[src/rtl/mac_kbd_pkg.sv]
// mac_kbd_pkg: shared constants, types and key translation for the M0110A keyboard bridge.
//   - Mac command / response byte constants.
//   - Command FSM state enum.
//   - ps2_to_mac(): set-2 scancode {extended, code} -> {valid, keypad, Mac keycode K}.
//   - mac_trans_byte(): Mac keycode + press flag -> transition byte.
// Build option: MAC_KBD_KEYPAD_PREFIX_EN adds the keypad and arrow keys, which are sent as a
// two-byte sequence (KEYPAD_PREFIX, then the transition byte). Without it they are unmapped.
package mac_kbd_pkg;

  localparam logic [7:0] CMD_INQUIRY   = 8'h10;
  localparam logic [7:0] CMD_INSTANT   = 8'h14;
  localparam logic [7:0] CMD_MODEL     = 8'h16;
  localparam logic [7:0] CMD_TEST      = 8'h36;

  localparam logic [7:0] RSP_NULL      = 8'h7B;
  localparam logic [7:0] RSP_MODEL     = 8'h0B;
  localparam logic [7:0] RSP_ACK       = 8'h7D;
  localparam logic [7:0] KEYPAD_PREFIX = 8'h79;

  localparam logic [6:0] MAC_CAPS_LOCK = 7'h39;

  typedef enum logic [1:0] {
    StIdle,
    StWaitKey,
    StRespond
  } bridge_state_e;

  typedef struct packed {
    logic       valid;
    logic       keypad;
    logic [6:0] code;
  } mac_key_t;

  // Byte is (K << 1) | 1 truncated to 8 bits; release additionally forces bit 7.
  function automatic logic [7:0] mac_trans_byte(input logic [6:0] code, input logic pressed);
    return {code[6] | ~pressed, code[5:0], 1'b1};
  endfunction

  function automatic mac_key_t ps2_to_mac(input logic ext, input logic [7:0] sc);
    mac_key_t r;
    r.valid  = 1'b1;
    r.keypad = 1'b0;
    r.code   = 7'h00;
    case ({ext, sc})
      9'h01C: r.code = 7'h00;  // A
      9'h01B: r.code = 7'h01;  // S
      9'h023: r.code = 7'h02;  // D
      9'h02B: r.code = 7'h03;  // F
      9'h033: r.code = 7'h04;  // H
      9'h034: r.code = 7'h05;  // G
      9'h01A: r.code = 7'h06;  // Z
      9'h022: r.code = 7'h07;  // X
      9'h021: r.code = 7'h08;  // C
      9'h02A: r.code = 7'h09;  // V
      9'h032: r.code = 7'h0B;  // B
      9'h015: r.code = 7'h0C;  // Q
      9'h01D: r.code = 7'h0D;  // W
      9'h024: r.code = 7'h0E;  // E
      9'h02D: r.code = 7'h0F;  // R
      9'h035: r.code = 7'h10;  // Y
      9'h02C: r.code = 7'h11;  // T
      9'h016: r.code = 7'h12;  // 1
      9'h01E: r.code = 7'h13;  // 2
      9'h026: r.code = 7'h14;  // 3
      9'h025: r.code = 7'h15;  // 4
      9'h036: r.code = 7'h16;  // 6
      9'h02E: r.code = 7'h17;  // 5
      9'h055: r.code = 7'h18;  // =
      9'h046: r.code = 7'h19;  // 9
      9'h03D: r.code = 7'h1A;  // 7
      9'h04E: r.code = 7'h1B;  // -
      9'h03E: r.code = 7'h1C;  // 8
      9'h045: r.code = 7'h1D;  // 0
      9'h05B: r.code = 7'h1E;  // ]
      9'h044: r.code = 7'h1F;  // O
      9'h03C: r.code = 7'h20;  // U
      9'h054: r.code = 7'h21;  // [
      9'h043: r.code = 7'h22;  // I
      9'h04D: r.code = 7'h23;  // P
      9'h05A: r.code = 7'h24;  // Return
      9'h04B: r.code = 7'h25;  // L
      9'h03B: r.code = 7'h26;  // J
      9'h052: r.code = 7'h27;  // '
      9'h042: r.code = 7'h28;  // K
      9'h04C: r.code = 7'h29;  // ;
      9'h05D: r.code = 7'h2A;  // backslash
      9'h041: r.code = 7'h2B;  // ,
      9'h04A: r.code = 7'h2C;  // /
      9'h031: r.code = 7'h2D;  // N
      9'h03A: r.code = 7'h2E;  // M
      9'h049: r.code = 7'h2F;  // .
      9'h00D: r.code = 7'h30;  // Tab
      9'h029: r.code = 7'h31;  // Space
      9'h00E: r.code = 7'h32;  // `
      9'h066: r.code = 7'h33;  // Backspace
      9'h014: r.code = 7'h37;  // Left Ctrl -> Command
      9'h012: r.code = 7'h38;  // Left Shift
      9'h059: r.code = 7'h38;  // Right Shift
      9'h058: r.code = MAC_CAPS_LOCK;
      9'h011: r.code = 7'h3A;  // Left Alt -> Option
      9'h111: r.code = 7'h3A;  // Right Alt -> Option
      9'h114: r.code = 7'h37;  // Right Ctrl -> Command
      9'h11F: r.code = 7'h37;  // Left GUI -> Command
      9'h127: r.code = 7'h37;  // Right GUI -> Command
`ifdef MAC_KBD_KEYPAD_PREFIX_EN
      9'h070: begin r.keypad = 1'b1; r.code = 7'h52; end  // KP0
      9'h069: begin r.keypad = 1'b1; r.code = 7'h53; end  // KP1
      9'h072: begin r.keypad = 1'b1; r.code = 7'h54; end  // KP2
      9'h07A: begin r.keypad = 1'b1; r.code = 7'h55; end  // KP3
      9'h06B: begin r.keypad = 1'b1; r.code = 7'h56; end  // KP4
      9'h073: begin r.keypad = 1'b1; r.code = 7'h57; end  // KP5
      9'h074: begin r.keypad = 1'b1; r.code = 7'h58; end  // KP6
      9'h06C: begin r.keypad = 1'b1; r.code = 7'h59; end  // KP7
      9'h075: begin r.keypad = 1'b1; r.code = 7'h5B; end  // KP8
      9'h07D: begin r.keypad = 1'b1; r.code = 7'h5C; end  // KP9
      9'h071: begin r.keypad = 1'b1; r.code = 7'h41; end  // KP.
      9'h079: begin r.keypad = 1'b1; r.code = 7'h45; end  // KP+
      9'h07B: begin r.keypad = 1'b1; r.code = 7'h4E; end  // KP-
      9'h07C: begin r.keypad = 1'b1; r.code = 7'h43; end  // KP*
      9'h175: begin r.keypad = 1'b1; r.code = 7'h3E; end  // Up
      9'h172: begin r.keypad = 1'b1; r.code = 7'h3D; end  // Down
      9'h16B: begin r.keypad = 1'b1; r.code = 7'h3B; end  // Left
      9'h174: begin r.keypad = 1'b1; r.code = 7'h3C; end  // Right
`endif
      default: r.valid = 1'b0;
    endcase
    return r;
  endfunction

endpackage

[src/rtl/mac_kbd_bridge_if.sv]
// mac_kbd_bridge_if: byte handshake between the Mac keyboard shifter and the bridge.
//   data_out / strobe_out : command byte from the Mac, valid for one ce tick.
//   data_in  / strobe_in  : response byte to the Mac, valid for one ce tick.
// Modports: master = Mac side, slave = keyboard bridge.
interface mac_kbd_bridge_if;
  logic [7:0] data_out;
  logic       strobe_out;
  logic [7:0] data_in;
  logic       strobe_in;

  modport master (
    output data_out,
    output strobe_out,
    input  data_in,
    input  strobe_in
  );

  modport slave (
    input  data_out,
    input  strobe_out,
    output data_in,
    output strobe_in
  );
endinterface

[src/rtl/mac_kbd_fifo.sv]
// mac_kbd_fifo: synchronous 8-bit FIFO of Mac key-transition bytes.
//   clk, reset     : clock, synchronous active-high reset.
//   clear_i        : empty the queue (takes priority over push/pop).
//   push_i         : append wdata0_i when not full.
//   push_two_i     : append wdata0_i then wdata1_i when two slots are free, else nothing.
//   pop_i          : drop the head when not empty.
//   rdata_o        : head byte (valid when !empty_o).
//   full_o, empty_o, free_o : occupancy status.
// FIFO_DEPTH must be a power of two and at least 2. Callers gate push/pop with ce.
module mac_kbd_fifo #(
  parameter  int unsigned FIFO_DEPTH = 8,
  localparam int unsigned CntW       = $clog2(FIFO_DEPTH + 1)
) (
  input  logic            clk,
  input  logic            reset,
  input  logic            clear_i,
  input  logic            push_i,
  input  logic            push_two_i,
  input  logic [7:0]      wdata0_i,
  input  logic [7:0]      wdata1_i,
  input  logic            pop_i,
  output logic [7:0]      rdata_o,
  output logic            full_o,
  output logic            empty_o,
  output logic [CntW-1:0] free_o
);

  localparam int unsigned AddrW = $clog2(FIFO_DEPTH);

  logic [7:0]       mem_q [FIFO_DEPTH];
  logic [AddrW-1:0] wptr_q, wptr_d;
  logic [AddrW-1:0] rptr_q, rptr_d;
  logic [CntW-1:0]  count_q, count_d;
  logic             do_push1, do_push2, do_pop;

  always_comb begin
    free_o   = CntW'(FIFO_DEPTH) - count_q;
    full_o   = (count_q == CntW'(FIFO_DEPTH));
    empty_o  = (count_q == CntW'(0));
    rdata_o  = mem_q[rptr_q];
    // Space is judged before any same-cycle pop so a pair never overruns the head.
    do_push2 = push_two_i && (free_o >= CntW'(2));
    do_push1 = push_i && !push_two_i && !full_o;
    do_pop   = pop_i && !empty_o;
    wptr_d   = wptr_q;
    rptr_d   = rptr_q;
    count_d  = count_q;
    if (clear_i) begin
      wptr_d  = '0;
      rptr_d  = '0;
      count_d = '0;
    end else begin
      if (do_push2) begin
        wptr_d = wptr_q + AddrW'(2);
      end else if (do_push1) begin
        wptr_d = wptr_q + AddrW'(1);
      end
      if (do_pop) begin
        rptr_d = rptr_q + AddrW'(1);
      end
      count_d = count_q
              + (do_push2 ? CntW'(2) : (do_push1 ? CntW'(1) : CntW'(0)))
              - (do_pop ? CntW'(1) : CntW'(0));
    end
  end

  always_ff @(posedge clk) begin
    if (!reset && !clear_i) begin
      if (do_push1 || do_push2) begin
        mem_q[wptr_q] <= wdata0_i;
      end
      if (do_push2) begin
        mem_q[wptr_q + AddrW'(1)] <= wdata1_i;
      end
    end
  end

  always_ff @(posedge clk) begin
    if (reset) begin
      wptr_q  <= '0;
      rptr_q  <= '0;
      count_q <= '0;
    end else begin
      wptr_q  <= wptr_d;
      rptr_q  <= rptr_d;
      count_q <= count_d;
    end
  end

endmodule

[src/rtl/mac_kbd_bridge.sv]
// mac_kbd_bridge: emulates a Macintosh M0110A keyboard for the VIA keyboard shifter.
// PS/2 key events are translated to Mac transition bytes and queued; Mac commands
// (Inquiry, Instant, Model, Test) are answered with one response byte each.
//   clk, reset : clock, synchronous active-high reset.
//   ce         : clock enable; all state advances only when ce=1.
//   ps2_key    : [10] toggles per event, [9] pressed, [8] E0-extended, [7:0] set-2 code.
//   mac        : command/response handshake (slave side of mac_kbd_bridge_if).
//   capslock   : caps-lock latch state.
// Build option: MAC_KBD_KEYPAD_PREFIX_EN enables prefixed keypad/arrow keys (see mac_kbd_pkg).
module mac_kbd_bridge
  import mac_kbd_pkg::*;
#(
  parameter int unsigned INQUIRY_TIMEOUT = 2000000,
  parameter int unsigned FIFO_DEPTH      = 8
) (
  input  logic                   clk,
  input  logic                   reset,
  input  logic                   ce,
  input  logic [10:0]            ps2_key,
  mac_kbd_bridge_if.slave        mac,
  output logic                   capslock
);

  localparam int unsigned TimerW    = (INQUIRY_TIMEOUT > 1) ? $clog2(INQUIRY_TIMEOUT) : 1;
  localparam logic [TimerW-1:0] TimerLast = TimerW'(INQUIRY_TIMEOUT - 1);
  localparam int unsigned CntW      = $clog2(FIFO_DEPTH + 1);

  bridge_state_e     state_q, state_d;
  logic [TimerW-1:0] timer_q, timer_d;
  logic [7:0]        data_in_q, data_in_d;
  logic              toggle_q;
  logic              capslock_q, capslock_d;

  logic              key_event;
  mac_key_t          key;
  logic [7:0]        key_byte;

  logic              fifo_clear, fifo_push, fifo_push_two, fifo_pop;
  logic [7:0]        fifo_wdata0, fifo_wdata1, fifo_rdata;
  logic              fifo_full, fifo_empty;
  logic [CntW-1:0]   fifo_free;

  mac_kbd_fifo #(
    .FIFO_DEPTH (FIFO_DEPTH)
  ) u_fifo (
    .clk        (clk),
    .reset      (reset),
    .clear_i    (fifo_clear),
    .push_i     (fifo_push),
    .push_two_i (fifo_push_two),
    .wdata0_i   (fifo_wdata0),
    .wdata1_i   (fifo_wdata1),
    .pop_i      (fifo_pop),
    .rdata_o    (fifo_rdata),
    .full_o     (fifo_full),
    .empty_o    (fifo_empty),
    .free_o     (fifo_free)
  );

  // Key path: runs in every FSM state.
  always_comb begin
    key_event     = ce && (ps2_key[10] != toggle_q);
    key           = ps2_to_mac(ps2_key[8], ps2_key[7:0]);
    key_byte      = mac_trans_byte(key.code, ps2_key[9]);
    capslock_d    = capslock_q;
    fifo_push     = 1'b0;
    fifo_push_two = 1'b0;
    fifo_wdata0   = key_byte;
    fifo_wdata1   = key_byte;
    if (key_event && key.valid) begin
      if (key.keypad) begin
        // Prefix and key travel together or not at all.
        fifo_push_two = (fifo_free >= CntW'(2));
        fifo_wdata0   = KEYPAD_PREFIX;
      end else if (key.code == MAC_CAPS_LOCK) begin
        // Caps Lock is a latch on the Mac side: PS/2 press toggles, release is ignored.
        if (ps2_key[9]) begin
          capslock_d  = ~capslock_q;
          fifo_push   = !fifo_full;
          fifo_wdata0 = mac_trans_byte(MAC_CAPS_LOCK, ~capslock_q);
        end
      end else begin
        fifo_push = !fifo_full;
      end
    end
  end

  // Command FSM.
  always_comb begin
    state_d    = state_q;
    timer_d    = timer_q;
    data_in_d  = data_in_q;
    fifo_pop   = 1'b0;
    fifo_clear = 1'b0;
    if (ce) begin
      if (mac.strobe_out) begin
        // A new command always wins, including over a pending Inquiry.
        timer_d = '0;
        state_d = StRespond;
        case (mac.data_out)
          CMD_INQUIRY: begin
            if (!fifo_empty) begin
              data_in_d = fifo_rdata;
              fifo_pop  = 1'b1;
            end else begin
              state_d = StWaitKey;
            end
          end
          CMD_INSTANT: begin
            if (!fifo_empty) begin
              data_in_d = fifo_rdata;
              fifo_pop  = 1'b1;
            end else begin
              data_in_d = RSP_NULL;
            end
          end
          CMD_MODEL: begin
            fifo_clear = 1'b1;
            data_in_d  = RSP_MODEL;
          end
          CMD_TEST: data_in_d = RSP_ACK;
          default:  data_in_d = RSP_NULL;
        endcase
      end else begin
        unique case (state_q)
          StIdle: ;
          StWaitKey: begin
            if (!fifo_empty) begin
              data_in_d = fifo_rdata;
              fifo_pop  = 1'b1;
              state_d   = StRespond;
            end else if (timer_q == TimerLast) begin
              data_in_d = RSP_NULL;
              state_d   = StRespond;
            end else begin
              timer_d = timer_q + TimerW'(1);
            end
          end
          StRespond: state_d = StIdle;
          default:   state_d = StIdle;
        endcase
      end
    end
  end

  always_ff @(posedge clk) begin
    if (reset) begin
      state_q    <= StIdle;
      timer_q    <= '0;
      data_in_q  <= 8'h00;
      capslock_q <= 1'b0;
      // Track the current toggle so leaving reset is not seen as a key event.
      toggle_q   <= ps2_key[10];
    end else begin
      state_q    <= state_d;
      timer_q    <= timer_d;
      data_in_q  <= data_in_d;
      capslock_q <= capslock_d;
      if (ce) begin
        toggle_q <= ps2_key[10];
      end
    end
  end

  assign mac.data_in   = data_in_q;
  assign mac.strobe_in = (state_q == StRespond);
  assign capslock      = capslock_q;

endmodule

[src/flat_wrapper.sv]
// flat-port wrapper written by rule: the top's interface ports become plain ports
module mac_kbd_bridge_flat import mac_kbd_pkg::*;
#(
  parameter int unsigned INQUIRY_TIMEOUT = 2000000,
  parameter int unsigned FIFO_DEPTH      = 8
)
  (clk, reset, ce, ps2_key, capslock, mac_data_out, mac_strobe_out, mac_data_in, mac_strobe_in);
  mac_kbd_bridge_if mac_i ();
  input  logic clk;
  input  logic reset;
  input  logic ce;
  input  logic [10:0] ps2_key;
  output logic capslock;
  input wire logic [$bits(mac_i.data_out)-1:0] mac_data_out;
  input wire logic [$bits(mac_i.strobe_out)-1:0] mac_strobe_out;
  output wire logic [$bits(mac_i.data_in)-1:0] mac_data_in;
  output wire logic [$bits(mac_i.strobe_in)-1:0] mac_strobe_in;
  assign mac_i.data_out = mac_data_out;
  assign mac_i.strobe_out = mac_strobe_out;
  assign mac_data_in = mac_i.data_in;
  assign mac_strobe_in = mac_i.strobe_in;
  mac_kbd_bridge #(.INQUIRY_TIMEOUT(INQUIRY_TIMEOUT), .FIFO_DEPTH(FIFO_DEPTH)) u_core (.clk(clk), .reset(reset), .ce(ce), .ps2_key(ps2_key), .mac(mac_i), .capslock(capslock));
endmodule
[config.mk]
export PLATFORM = sky130hd
export DESIGN_NAME = mac_kbd_bridge_flat
export DESIGN_NICKNAME = d
export VERILOG_FILES = /design/src/rtl/mac_kbd_pkg.sv /design/src/rtl/mac_kbd_bridge_if.sv /design/src/rtl/mac_kbd_fifo.sv /design/src/rtl/mac_kbd_bridge.sv /design/src/flat_wrapper.sv
export SDC_FILE = /design/constraint.sdc
export NUM_CORES = 1
export LEC_CHECK = 0
export CORE_MARGIN = 2
export CORE_UTILIZATION = 63
export CTS_CLUSTER_SIZE = 24
export DETAILED_ROUTE_END_ITERATION = 8
export PLACE_DENSITY = 0.91
export SLEW_MARGIN = 20
export SYNTH_ARGS = -nofsm -noshare
export SYNTH_HDL_FRONTEND = slang
export SYNTH_HIERARCHICAL = 1
export SYNTH_SLANG_ARGS = --single-unit
[constraint.sdc]
create_clock -name clk -period 5.2 [get_ports clk]
set_clock_uncertainty 0.05 [all_clocks]
set_input_delay 0.52 -clock clk [delete_from_list [all_inputs] [get_ports clk]]
set_output_delay 0.52 -clock clk [all_outputs]
set_load 0.01 [all_outputs]
==> flow_summary.toml, run 1 <==
[layout]
n_antenna_cell = 0
fin_nets = 799
fillers = 776
fin_cells = 907
syn2layout_area_growth_pct = 11.1
final_util_pct = 71.4
drive_gt1_share_pct = 20.7

[clock_network]
post_cts_buffers = 0
cts_tree = "done"
cts-resized-gates = 0
clk_pin_slew_ps = 80
numClockSinks = 110
cts-root-buf = "clkbuf_16"
htree_levels = 3
cts_buffers = 9
postCtsHoldBufs = 0
insertion_delay_ps = 360
cts_buffer_depth = 2

[place]
dp.cells = 891
port_buffers = 32
gp_congestion = 0.976
hpwlAfterDp_um = 14600

[power_and_ir_drop]
power.share.clock_pct = 27.3
power_density_mw_per_mm2 = 304
internal_power_mw = 1.65
switching_share_pct = 33.0
pwr-share-seq_pct = 43.3
leakage_nw = 2.87
switchingPower_mw = 0.811
p_comb_share_pct = 29.4
irDropWorstVdd_mv = 0.282

[drt]
final_antenna_net_count = 0
routed-wl-met3_um = 1940
drt_iter0_drc = 764
vias_per_cell = 6.94
wl_um = 20800
wl_per_cell_um = 23.0
top_layer = "met4"
drc = 0
first_pass_iters = 7
vias = 6291
wl_met2_um = 10100
wl_met1_um = 7810

[yosys]
avgSynthCellArea_um2 = 10.1
syn_inst = 718
ys_warn_count = 6
synth_area_mm2 = 0.00727

[die]
std_cell_rows = 39
start_util_pct = 64.2
dieHeight_um = 111
io_pins = 33
core_area_mm2 = 0.0113
fp.dieW_um = 111
die_area_mm2 = 0.0124

[global_routing]
first_global_vias = 6193
grt_start_max_net_pins = 23
antenna_found_initial = 0
grt_pass1_wl_um = 33200
grt.total_usage_pct = 33.8
grt_overflow = 0

[worst_setup_path]
max_stage_delay_ps = 720
arrival_ps = 4370
end_kind = "register"
crit_top_cell = "ha_1"
critical_path_required_ps = 5390
crit_path_cell_trace = "clkdlybuf4s50_1 > or4b_2 > o41ai_1 > nor3b_1 > a21boi_1 > ha_1 > inv_1 > ha_1 > fa_1 > and2_1"
cp_max_fo = 4
crit_type = "input pin to register"
startpoint_type = "input pin"
rr_worst_depth = 10
critPathSlowestCell = "or4b_2"

[run_status]
status = "complete, no violations"

[timing]
max_slew_margin_pct = 32.1
rsz0062_at_grt = "no"
setup_violations = 0
slew_viol_final = 0
hold_viol = 0
tightest_slew_ps = 1010
fin_setup_tns_ps = 0
period_share_pct = 80.3
fin_crit_ps = 4180
max_freq_mhz = 239

[hold_path]
hold_class = "register to register"
hold_path_depth = 2

[job]
cap_violations = 0
-- metrics by stage --
stage | instance area [um^2] | worst slack [ps] | power, mW | hold WS, ps
after global routing | 8080 | 851 | 2.55 | 442
after floorplan | 7350 | 1510 | 1.58 | 404
after global placement | 7790 | 943 | 1.73 | 388
final | 8080 | 1020 | 2.46 | 402
after CTS | 8080 | 1100 | 2.43 | 404
after detailed placement | 7790 | 880 | 1.77 | 394
-- power by group through the flow --
stage	clock, mW	sequential (mW)	combinational (mW)
floorplan	0	1.06	0.516
global placement	0	1.07	0.655
detailed placement	0	1.08	0.684
CTS	0.677	1.06	0.692
global route	0.707	1.07	0.774
finish	0.671	1.07	0.721
-- critical path, delay by kind of cell --
family,cells,cell delay [ps]
AO/OA/AOI/OAI,2,1200
AND/OR/NAND/NOR,3,1270
adder cells (fa/ha/maj),3,920
buffers and inverters,2,460
-- worst paths after layout --
path | start | end | slack, ps
setup reg to reg | u_core/u_fifo/count_q[2] | u_core/u_fifo/count_q[1] | 1900
hold / removal | u_core/mac.data_in[4] | u_core/mac.data_in[4] | 400
setup / recovery | mac_data_out[0] | u_core/u_fifo/count_q[1] | 1020
hold reg to reg | u_core/mac.data_in[4] | u_core/mac.data_in[4] | 400
-- metal layers --
metal / vias up / GRT usage [%]
met3: 97 / 6.37
li1: 2794 / -
met2: 440 / 57.4
met5: - / 0
met1: 2960 / 42.1
met4: 0 / 15.5
-- flip-flops by register name (all words and copies together), names as in the netlist, named ones only --
signal                 cells
u_core/capslock            1
u_core/mac.data_in         8
u_core/state_q             2
u_core/timer_q            21
u_core/toggle_q            1
u_core/u_fifo/count_q      4
u_core/u_fifo/mem_q       64
u_core/u_fifo/rptr_q       3
u_core/u_fifo/wptr_q       3
-- final cells by class --
cell class / instances / area [um^2] / share of cell area [%]
multi-input combinational: 564 / 4200 / 52.0
sequential: 110 / 2850 / 35.3
timing repair buffer: 52 / 470 / 5.82
clock buffer: 10 / 239 / 2.96
tap: 143 / 179 / 2.21
inverter: 22 / 82.6 / 1.02
clock inverter: 6 / 51.3 / 0.635
-- cells in the final DEF (no fill, tap or decap), drive strengths merged, types with 10 or more instances in the layout --
cell type       n
a211oi         12
a21oi          35
buf            20
clkbuf         10
clkdlybuf4s50  32
conb           23
dfxtp          45
edfxtp         65
ha             16
inv            25
mux2           72
mux4           16
nand2          53
nand3          34
nand4          13
nor2           57
nor2b          13
nor3           20
nor4           11
o21ai          21
xnor2          21
Note: power is estimated with default switching activity, not from simulation.
==> inputs of run 2 (changes only) <==
CORE_UTILIZATION = 62   (was 63)
PLACE_DENSITY = 0.89   (was 0.91)
clock period = 3.9 ns   (was 5.2 ns; I/O delays follow)
==> run 2 against run 1 <==
- die area is 1.6% higher
- sequential power is 32% higher
- global-route usage is 1.5 points higher
- register-to-register slack worse by 1000 ps
- sequential share of layout area is 1.2 points lower
- sequential cell count stayed put
- non-clock buffer count is 29 higher
- via count is 2.5% higher
- clock power is 40% higher
- routed wire length is 5.8% higher
==> flow_summary.toml, run 2 (same netlist as run 1, synthesis figures left out) <==
[clock_network]
clk_pin_slew_ps = 80
cts_buffer_depth = 2
post_cts_buffers = 0
cts-resized-gates = 0
cts_buffers = 9
insertion_delay_ps = 360
numClockSinks = 110
cts_tree = "done"
postCtsHoldBufs = 0
htree_levels = 3
cts-root-buf = "clkbuf_16"

[layout]
syn2layout_area_growth_pct = 15.1
fin_nets = 828
mostFrequentLayoutCells = "72 x mux2_2, 65 x edfxtp_1, 53 x nand2_1, 52 x nor2_1"
final_util_pct = 73.2
fillers = 763
fin_cells = 937
drive_gt1_share_pct = 23.3
layout_commonest_cell = "mux2_2"
top_register = "u_core/u_fifo/mem_q"
largest_register_ff_count = 64

[place]
dp.cells = 920
port_buffers = 32
gp_congestion = 1.00
hpwlAfterDp_um = 15600

[die]
dieHeight_um = 112
core_area_mm2 = 0.0114
start_util_pct = 63.7
fp.dieW_um = 112
die_area_mm2 = 0.0126
std_cell_rows = 39
io_pins = 33

[run_status]
status = "complete, no violations"

[worst_setup_path]
end_kind = "register"
crit_top_cell = "ha_1"
cp_max_fo = 3
timing.rr.start = "u_core/u_fifo/count_q[2]"
rr_worst_depth = 12
crit_type = "input pin to register"
reg2reg_slack_ps = 890
critPathSlowestCell = "or4b_2"
max_stage_delay_ps = 730
startpoint_type = "input pin"
regToRegEndpoint = "u_core/u_fifo/count_q[3]"
critical_path_required_ps = 4090
crit_path_cell_trace = "clkdlybuf4s50_1 > or4b_2 > o41ai_1 > nor3b_1 > a21boi_1 > ha_1 > inv_1 > ha_1 > a21o_1 > a21oi_1 > xnor2_1 > nor2_1"
arrival_ps = 3780

[timing]
hold_viol = 0
fin_setup_tns_ps = 0
slew_viol_final = 0
whs_ps = 411
period_share_pct = 92.3
max_freq_mhz = 278
rsz0062_at_grt = "no"
fin_crit_ps = 3600
tightest_slew_ps = 1100
setup_violations = 0
max_slew_margin_pct = 26.6

[drt]
wl_um = 22100
vias = 6447
vias_per_cell = 6.88
drt_iter0_drc = 998
drc = 0
first_pass_iters = 6
final_antenna_net_count = 0
wl_per_cell_um = 23.5

[power_and_ir_drop]
irDropWorstVdd_mv = 0.396
power.share.clock_pct = 27.9
power_density_mw_per_mm2 = 403
switchingPower_mw = 1.09
leakage_nw = 3.02
pwr-share-seq_pct = 41.8
switching_share_pct = 32.3
internal_power_mw = 2.28
p_comb_share_pct = 30.2

[hold_path]
hp-start = "u_core/mac.data_in[7]"
hold_path_depth = 2
hold_class = "register to register"
min_to = "u_core/mac.data_in[7]"

[global_routing]
grt_pass1_wl_um = 34500
grt_start_max_net_pins = 27
antenna_found_initial = 1
grt.total_usage_pct = 35.3
first_global_vias = 6299
grt_overflow = 0

[job]
cap_violations = 0
[run 2: cell count changes in the layout (fill, tap and decap cells not counted), sizes merged]
| cell | previous run | this run |
|---|---|---|
| buf | 20 | 49 |
| bufinv | 0 | 1 |
| inv | 25 | 24 |
| clkbuf | 10 | 11 |
| clkinvlp | 0 | 1 |
| diode | 0 | 1 |
| clkinv | 3 | 1 |
[run 2: layer usage]
layer | vias up | share of wire, % | GRT usage [%] | wire [um]
li1 | 2849 | - | - | -
met1 | 3050 | 37 | 43.5 | 8160
met2 | 454 | 49 | 60.8 | 10800
met3 | 94 | 8.7 | 5.72 | 1910
met4 | 0 | 5.2 | 16.5 | 1140
met5 | - | 0 | 0 | 0
[run 2: worst max path at each step]
stage / endpoint / depth (start not counted) / startpoint / slack, ps
after floorplan: u_core/u_fifo/mem_q[0][0] / 11 / ps2_key[6] / 340
after global placement: u_core/u_fifo/count_q[2] / 15 / ps2_key[5] / 60
after detailed placement: u_core/u_fifo/count_q[2] / 14 / ps2_key[7] / -5
after CTS: u_core/u_fifo/count_q[2] / 14 / ps2_key[7] / 360
after global routing: u_core/u_fifo/count_q[2] / 14 / ps2_key[4] / 90
final: u_core/u_fifo/count_q[3] / 12 / mac_data_out[0] / 300
[run 2: stage by stage]
| stage | instance area (um^2) | power, mW | setup slack, ps |
|---|---|---|---|
| after global routing | 8360 | 3.48 | 94.3 |
| after floorplan | 7350 | 2.10 | 340 |
| after detailed placement | 8050 | 2.39 | -4.59 |
| after CTS | 8360 | 3.33 | 356 |
| after global placement | 8050 | 2.33 | 57.8 |
| final | 8360 | 3.37 | 302 |
[run 2: critical path, delay by kind of cell]
| kind | cells | cell delay (ps) |
|---|---|---|
| AOI/OAI and AO/OA | 4 | 1230 |
| and+or+nand+nor | 3 | 1100 |
| xor gates and xnor gates | 1 | 140 |
| buffers and inverters | 2 | 460 |
| adders and majority gates | 2 | 480 |
[run 2: area by class of cell]
class	count	area (um^2)	share of cell area [%]
multi-input cells	564	4200	50.2
well taps	143	179	2.14
flip-flops and latches	110	2850	34.1
repair buffers	81	738	8.83
clock buffers	11	243	2.90
diodes	1	2.50	0.0299
inverters	22	82.6	0.987
clock inverters	5	63.8	0.763
[run 2: power by group through the flow]
stage / Sequential (mW) / Combinational [mW] / Clock, mW
6_report: 1.41 / 1.02 / 0.941
5_1_grt: 1.41 / 1.08 / 0.990
4_1_cts: 1.41 / 0.978 / 0.946
3_5_place_dp: 1.43 / 0.962 / 0
3_3_place_gp: 1.42 / 0.910 / 0
2_1_floorplan: 1.42 / 0.689 / 0
